--- config.mk ---
export PLATFORM = sky130hd
export DESIGN_NAME = uart_tx_flat
export DESIGN_NICKNAME = d
export VERILOG_FILES = /design/src/rtl/uart_tx_if.sv /design/src/rtl/uart_tx.sv /design/src/flat_wrapper.sv
export SDC_FILE = /design/constraint.sdc
export NUM_CORES = 1
export LEC_CHECK = 0
export CORE_MARGIN = 2
export CORE_UTILIZATION = 45
export CTS_BUF_LIST = sky130_fd_sc_hd__clkbuf_4 sky130_fd_sc_hd__clkbuf_8
export CTS_CLUSTER_DIAMETER = 50
export CTS_CLUSTER_SIZE = 24
export DETAILED_ROUTE_END_ITERATION = 10
export GPL_TIMING_DRIVEN = 0
export MAX_ROUTING_LAYER = met4
export PLACE_DENSITY = 0.7
export SETUP_SLACK_MARGIN = 0.02
export SYNTH_ARGS = -nofsm -noshare
export SYNTH_HDL_FRONTEND = slang
export SYNTH_SLANG_ARGS = --single-unit
--- constraint.sdc ---
create_clock -name clk -period 2.95 [get_ports clk]
set_input_delay 0.59 -clock clk [delete_from_list [all_inputs] [get_ports clk]]
set_output_delay 0.59 -clock clk [all_outputs]
set_load 0.02 [all_outputs]
--- src/rtl/uart_tx_if.sv ---
// Parallel word handshake into the UART transmitter.
interface uart_tx_if #(
  parameter int DATA_BITS = 8
);
  logic                 in_valid;
  logic                 in_ready;
  logic [DATA_BITS-1:0] in_data;

  modport master (output in_valid, output in_data, input in_ready);
  modport slave  (input in_valid, input in_data, output in_ready);
endinterface

--- src/rtl/uart_tx.sv ---
// Buffered UART transmitter: FIFO-fed, 1 start bit, MSB-first data, STOP_BITS stop bits.
module uart_tx #(
  parameter int DATA_BITS    = 8,
  parameter int STOP_BITS    = 1,
  parameter int CLKS_PER_BIT = 1000,
  parameter int FIFO_DEPTH   = 4
)(
  input  logic                        clk,
  input  logic                        resetn,
  uart_tx_if.slave                    s_in,
  output logic                        data_out,
  output logic                        busy,
  output logic [$clog2(FIFO_DEPTH):0] fifo_count
);
  localparam int AW   = $clog2(FIFO_DEPTH);
  localparam int CW   = $clog2(CLKS_PER_BIT);
  localparam int BMAX = (DATA_BITS > STOP_BITS) ? DATA_BITS : STOP_BITS;
  localparam int BW   = (BMAX > 1) ? $clog2(BMAX) : 1;

  typedef enum logic [1:0] {IDLE, START, DATA, STOP} state_t;

  state_t               r_state, w_state_nxt;
  logic [DATA_BITS-1:0] r_mem [FIFO_DEPTH];
  logic [AW-1:0]        r_wr_ptr, r_rd_ptr;
  logic [AW:0]          r_count;
  logic [DATA_BITS-1:0] r_shreg, w_shreg_nxt, w_shreg_sh;
  logic [CW-1:0]        r_clk_cnt, w_clk_cnt_nxt;
  logic [BW-1:0]        r_bit_cnt, w_bit_cnt_nxt;
  logic                 r_data_out, w_data_out_nxt;
  logic                 w_push, w_pop, w_empty, w_tick, w_last;
  logic [DATA_BITS-1:0] w_head;

  assign s_in.in_ready = (r_count != (AW+1)'(FIFO_DEPTH)) && resetn;
  assign w_push        = s_in.in_valid && s_in.in_ready;
  assign w_empty       = (r_count == '0);
  assign w_head        = r_mem[r_rd_ptr];
  assign w_tick        = (r_clk_cnt == CW'(CLKS_PER_BIT - 1));
  assign w_last        = (r_bit_cnt == '0);
  assign w_shreg_sh    = r_shreg << 1;

  assign data_out   = r_data_out;
  assign fifo_count = r_count;
  assign busy       = (r_state != IDLE) || !w_empty;

  // FIFO storage; no reset needed since the pointers define validity
  always_ff @(posedge clk) begin
    if (w_push) r_mem[r_wr_ptr] <= s_in.in_data;
  end

  // FIFO pointers and occupancy; simultaneous push+pop leaves count unchanged
  always_ff @(posedge clk) begin
    if (!resetn) begin
      r_wr_ptr <= '0;
      r_rd_ptr <= '0;
      r_count  <= '0;
    end else begin
      if (w_push) r_wr_ptr <= r_wr_ptr + AW'(1);
      if (w_pop)  r_rd_ptr <= r_rd_ptr + AW'(1);
      case ({w_push, w_pop})
        2'b10:   r_count <= r_count + (AW+1)'(1);
        2'b01:   r_count <= r_count - (AW+1)'(1);
        default: r_count <= r_count;
      endcase
    end
  end

  // FSM state register
  always_ff @(posedge clk) begin
    if (!resetn) r_state <= IDLE;
    else         r_state <= w_state_nxt;
  end

  // FSM next state; a non-empty FIFO at the end of STOP chains straight into START
  always_comb begin
    w_state_nxt = r_state;
    case (r_state)
      IDLE:    if (!w_empty) w_state_nxt = START;
      START:   if (w_tick) w_state_nxt = DATA;
      DATA:    if (w_tick && w_last) w_state_nxt = STOP;
      STOP:    if (w_tick && w_last) w_state_nxt = w_empty ? IDLE : START;
      default: w_state_nxt = IDLE;
    endcase
  end

  // FSM datapath: line level, shifter, counters and FIFO pop for the next edge
  always_comb begin
    w_pop          = 1'b0;
    w_shreg_nxt    = r_shreg;
    w_clk_cnt_nxt  = w_tick ? '0 : r_clk_cnt + CW'(1);
    w_bit_cnt_nxt  = r_bit_cnt;
    w_data_out_nxt = r_data_out;
    case (r_state)
      IDLE: begin
        w_clk_cnt_nxt  = '0;
        w_data_out_nxt = 1'b1;
        if (!w_empty) begin
          w_pop          = 1'b1;
          w_shreg_nxt    = w_head;
          w_data_out_nxt = 1'b0;
        end
      end
      START: if (w_tick) begin
        w_data_out_nxt = r_shreg[DATA_BITS-1];
        w_bit_cnt_nxt  = BW'(DATA_BITS - 1);
      end
      DATA: if (w_tick) begin
        if (w_last) begin
          w_data_out_nxt = 1'b1;
          w_bit_cnt_nxt  = BW'(STOP_BITS - 1);
        end else begin
          w_shreg_nxt    = w_shreg_sh;
          w_data_out_nxt = w_shreg_sh[DATA_BITS-1];
          w_bit_cnt_nxt  = r_bit_cnt - BW'(1);
        end
      end
      STOP: if (w_tick) begin
        if (!w_last) begin
          w_bit_cnt_nxt = r_bit_cnt - BW'(1);
        end else if (!w_empty) begin
          w_pop          = 1'b1;
          w_shreg_nxt    = w_head;
          w_data_out_nxt = 1'b0;
        end
      end
      default: w_data_out_nxt = 1'b1;
    endcase
  end

  // Datapath registers; reset abandons any frame and idles the line high
  always_ff @(posedge clk) begin
    if (!resetn) begin
      r_shreg    <= '0;
      r_clk_cnt  <= '0;
      r_bit_cnt  <= '0;
      r_data_out <= 1'b1;
    end else begin
      r_shreg    <= w_shreg_nxt;
      r_clk_cnt  <= w_clk_cnt_nxt;
      r_bit_cnt  <= w_bit_cnt_nxt;
      r_data_out <= w_data_out_nxt;
    end
  end
endmodule

--- src/flat_wrapper.sv ---
// flat-port wrapper written by rule: the top's interface ports become plain ports
module uart_tx_flat 
#(
  parameter int DATA_BITS    = 8,
  parameter int STOP_BITS    = 1,
  parameter int CLKS_PER_BIT = 1000,
  parameter int FIFO_DEPTH   = 4
)
  (clk, resetn, data_out, busy, fifo_count, s_in_in_valid, s_in_in_data, s_in_in_ready);
  uart_tx_if #(.DATA_BITS(DATA_BITS)) s_in_i ();
  input  logic clk;
  input  logic resetn;
  output logic data_out;
  output logic busy;
  output logic [$clog2(FIFO_DEPTH):0] fifo_count;
  input wire logic [$bits(s_in_i.in_valid)-1:0] s_in_in_valid;
  input wire logic [$bits(s_in_i.in_data)-1:0] s_in_in_data;
  output wire logic [$bits(s_in_i.in_ready)-1:0] s_in_in_ready;
  assign s_in_i.in_valid = s_in_in_valid;
  assign s_in_i.in_data = s_in_in_data;
  assign s_in_in_ready = s_in_i.in_ready;
  uart_tx #(.DATA_BITS(DATA_BITS), .STOP_BITS(STOP_BITS), .CLKS_PER_BIT(CLKS_PER_BIT), .FIFO_DEPTH(FIFO_DEPTH)) u_core (.clk(clk), .resetn(resetn), .s_in(s_in_i), .data_out(data_out), .busy(busy), .fifo_count(fifo_count));
endmodule
==> results of run 1 <==
==> per-layer routing <==
metal,vias to the layer above,GRT usage,part of all wire,wire length (um)
li1,958,-,-,-
met1,913,0.204,0.48,2460
met2,34,0.253,0.47,2450
met3,9,0.0558,0.037,191
met4,0,0.0563,0.011,59
met5,-,-,0,0
==> worst max-delay path: stages (launching register included) <==
cell and delay [ps]:
dfxtp_1 320, inv_1 50, ha_1 180, ha_2 280, and2_1 180, a41oi_1 230, nor2_1 160, ha_1 190
inv_1 60, fa_1 370, xor2_1 160, or3_1 300, a21oi_1 130
==> Yosys cell counts, types with 2 or more instances <==
cell	count
nand3_1	3
o221a_2	3
a221oi_1	2
nand4_1	2
inv_1	18
a21oi_1	7
edfxtp_1	32
dfxtp_1	33
nor2_1	23
xnor2_1	6
o2111ai_1	2
clkbuf_1	5
and2_1	7
mux2_2	7
mux2i_1	8
xor2_1	5
buf_2	2
nor3_1	4
mux4_2	8
or3_1	4
o31ai_1	2
ha_1	14
nand2_1	25
o21ai_0	4
==> report_power, final <==
group | leakage (nW) | internal, mW | switching [mW]
combinational | 0.557 | 0.550 | 0.641
clock | 0.0987 | 0.388 | 0.347
sequential | 0.560 | 1.10 | 0.103
total | 1.21 | 2.04 | 1.09
==> state kept, by name (all words and copies together) (netlist names), 2 cells and up, named ones only <==
name,count
u_core.fifo_count,3
u_core.r_bit_cnt,3
u_core.r_clk_cnt,10
u_core.r_mem,32
u_core.r_rd_ptr,2
u_core.r_shreg,8
u_core.r_state,2
u_core.r_wr_ptr,2
==> layout make-up <==
type	count	area (um^2)
fillers	567	2940
flip-flops and latches	65	1620
multi-input cells	160	1280
repair buffers	15	150
clock buffers	9	124
well taps	77	96.3
clock inverters	7	68.8
inverters	18	67.6
plain buffers	8	32.5
==> final timing paths <==
check	endpoint	cells past startpoint
hold reg to reg	u_core.r_clk_cnt[0]$_SDFF_PP0_	1
setup reg to reg	u_core.fifo_count[2]$_SDFFE_PN0P_	12
setup / recovery	u_core.fifo_count[2]$_SDFFE_PN0P_	12
hold / removal	u_core.r_clk_cnt[0]$_SDFF_PP0_	1
==> kinds of logic after synthesis <==
group | synth area share
xor gates and xnor gates | 0.0321
buffers and inverters | 0.0333
DFF | 0.540
adders and majority gates | 0.0650
muxes | 0.113
and+or+nand+nor | 0.133
AOI/OAI and AO/OA | 0.0842
==> metrics by stage <==
stage,power [mW],cell area [um^2],utilization
2_1_floorplan,2.09,3000,-
3_3_place_gp,2.38,3250,0.509
3_5_place_dp,2.41,3250,0.509
4_1_cts,3.15,3440,0.539
5_1_grt,3.36,3440,0.539
6_report,3.13,3440,0.539
==> metrics.yaml, run 1 <==
place_hpwl_um: 3600
cts.sinks: 65
syn-num-nets: 277
start_util: 0.470
synth_area_leaders: "edfxtp_1 (32%), dfxtp_1 (22%), mux4_2 (6.0%), ha_1 (5.8%), nand2_1 (3.1%)"
r2r_slack_ps: 260
synthFlopType: "dfxtp_1"
critPathLaunch: "u_core.r_bit_cnt[0]$_SDFFE_PN0P_"
grt_pass1_wl_um: 8980
ir_drop_mv: 0.628
vias: 1914
post_cts_buffers: 0
r2r_start: "u_core.r_bit_cnt[0]$_SDFFE_PN0P_"
tns_ps: 0
stdcell_count: 359
dr.first_iter.drc_count: 108
worstSetupStartpointType: "flop"
power.leakage_nw: 1.21
finalCritPeriodShare: 0.913
clkTransAtPathRegs_ps: 70
grt_pass1_vias: 1902
wl_per_cell_um: 14.4
crit_path_end_kind: "flop"
core_um2: 6390
mostFrequentLayoutCells: "dfxtp_1 (33), edfxtp_1 (32), nand2_1 (25)"
gp_congestion: 0.842
syn_area_per_cell_um2: 12.0
htree_levels: 3
relSlewSlack: 0.642
area_delta_synth_final_pct: 14.7
io_buffers: 15
ant_nets: 0
rsz0062_at_grt: "no"
grt_start_max_net_pins: 13
synthCells: 251
critPathKind: "reg -> reg"
cp_max_fo: 8
diodes: 0
maxCapViolations: 0
gr-total-overflow: 0
drive_above_1_share: 0.149
cts_tree: "built"
worst_slew_pin_slew_ps: 536
final.setup_skew_ps: 13.8
clkLatencyLatePin_ps: 340
synthArstFlopShare: 0
setup_viol: 0
synth_edf_count: 32
hold_ws_ps: 451
power_density_nw_per_um2: 908
drtPass1Iterations: 4
die_height_um: 85.7
mostFrequentLayoutCell: "dfxtp_1"
numCtsBuffers: 9
final.min_clock_period_ps: 2690
grt.total_usage: 0.164
hold_violations: 0
drc: 0
worstPathArrival_ps: 2970
dieArea_um2: 7340
hp-class: "reg -> reg"
hold_start: "u_core.r_clk_cnt[0]$_SDFF_PP0_"
fin_ws_ps: 255
synth_top_cell_area_share: 0.320
worstPathRequired_ps: 3230
dp.cells: 343
pin_count: 17
status: "finished clean"
die-width_um: 85.7
antenna_found_initial: 0
maxSlewViolCount: 0
ys_warn_count: 0
cts_max_path_buffers: 2
vias_per_cell: 5.33
synthDistinctLibCells: 49
nets: 303
yosys_register_bits: 65
fmax_ghz: 0.371
dpl_worst_slack_ps: 215
cts-resized-gates: 0
synth_largest_area_cell: "edfxtp_1"
wirelength_um: 5170
rows: 29
yosysSeqAreaShare: 0.540
ctsHoldBuffers: 0
root_buffer: "clkbuf_8"
netlist_area_um2: 3000
Power figures use the tool's default switching activity.
==> inputs of run 2 (changes only) <==
- TNS_END_PERCENT: default -> 100
==> results of run 2 <==
Final layout, timing and power as in run 1 (identical DEF).
==> inputs of run 3 (changes only) <==
- CTS_CLUSTER_SIZE: 24 -> 25
==> results of run 3 <==
Final layout, timing and power as in run 1 (identical DEF).
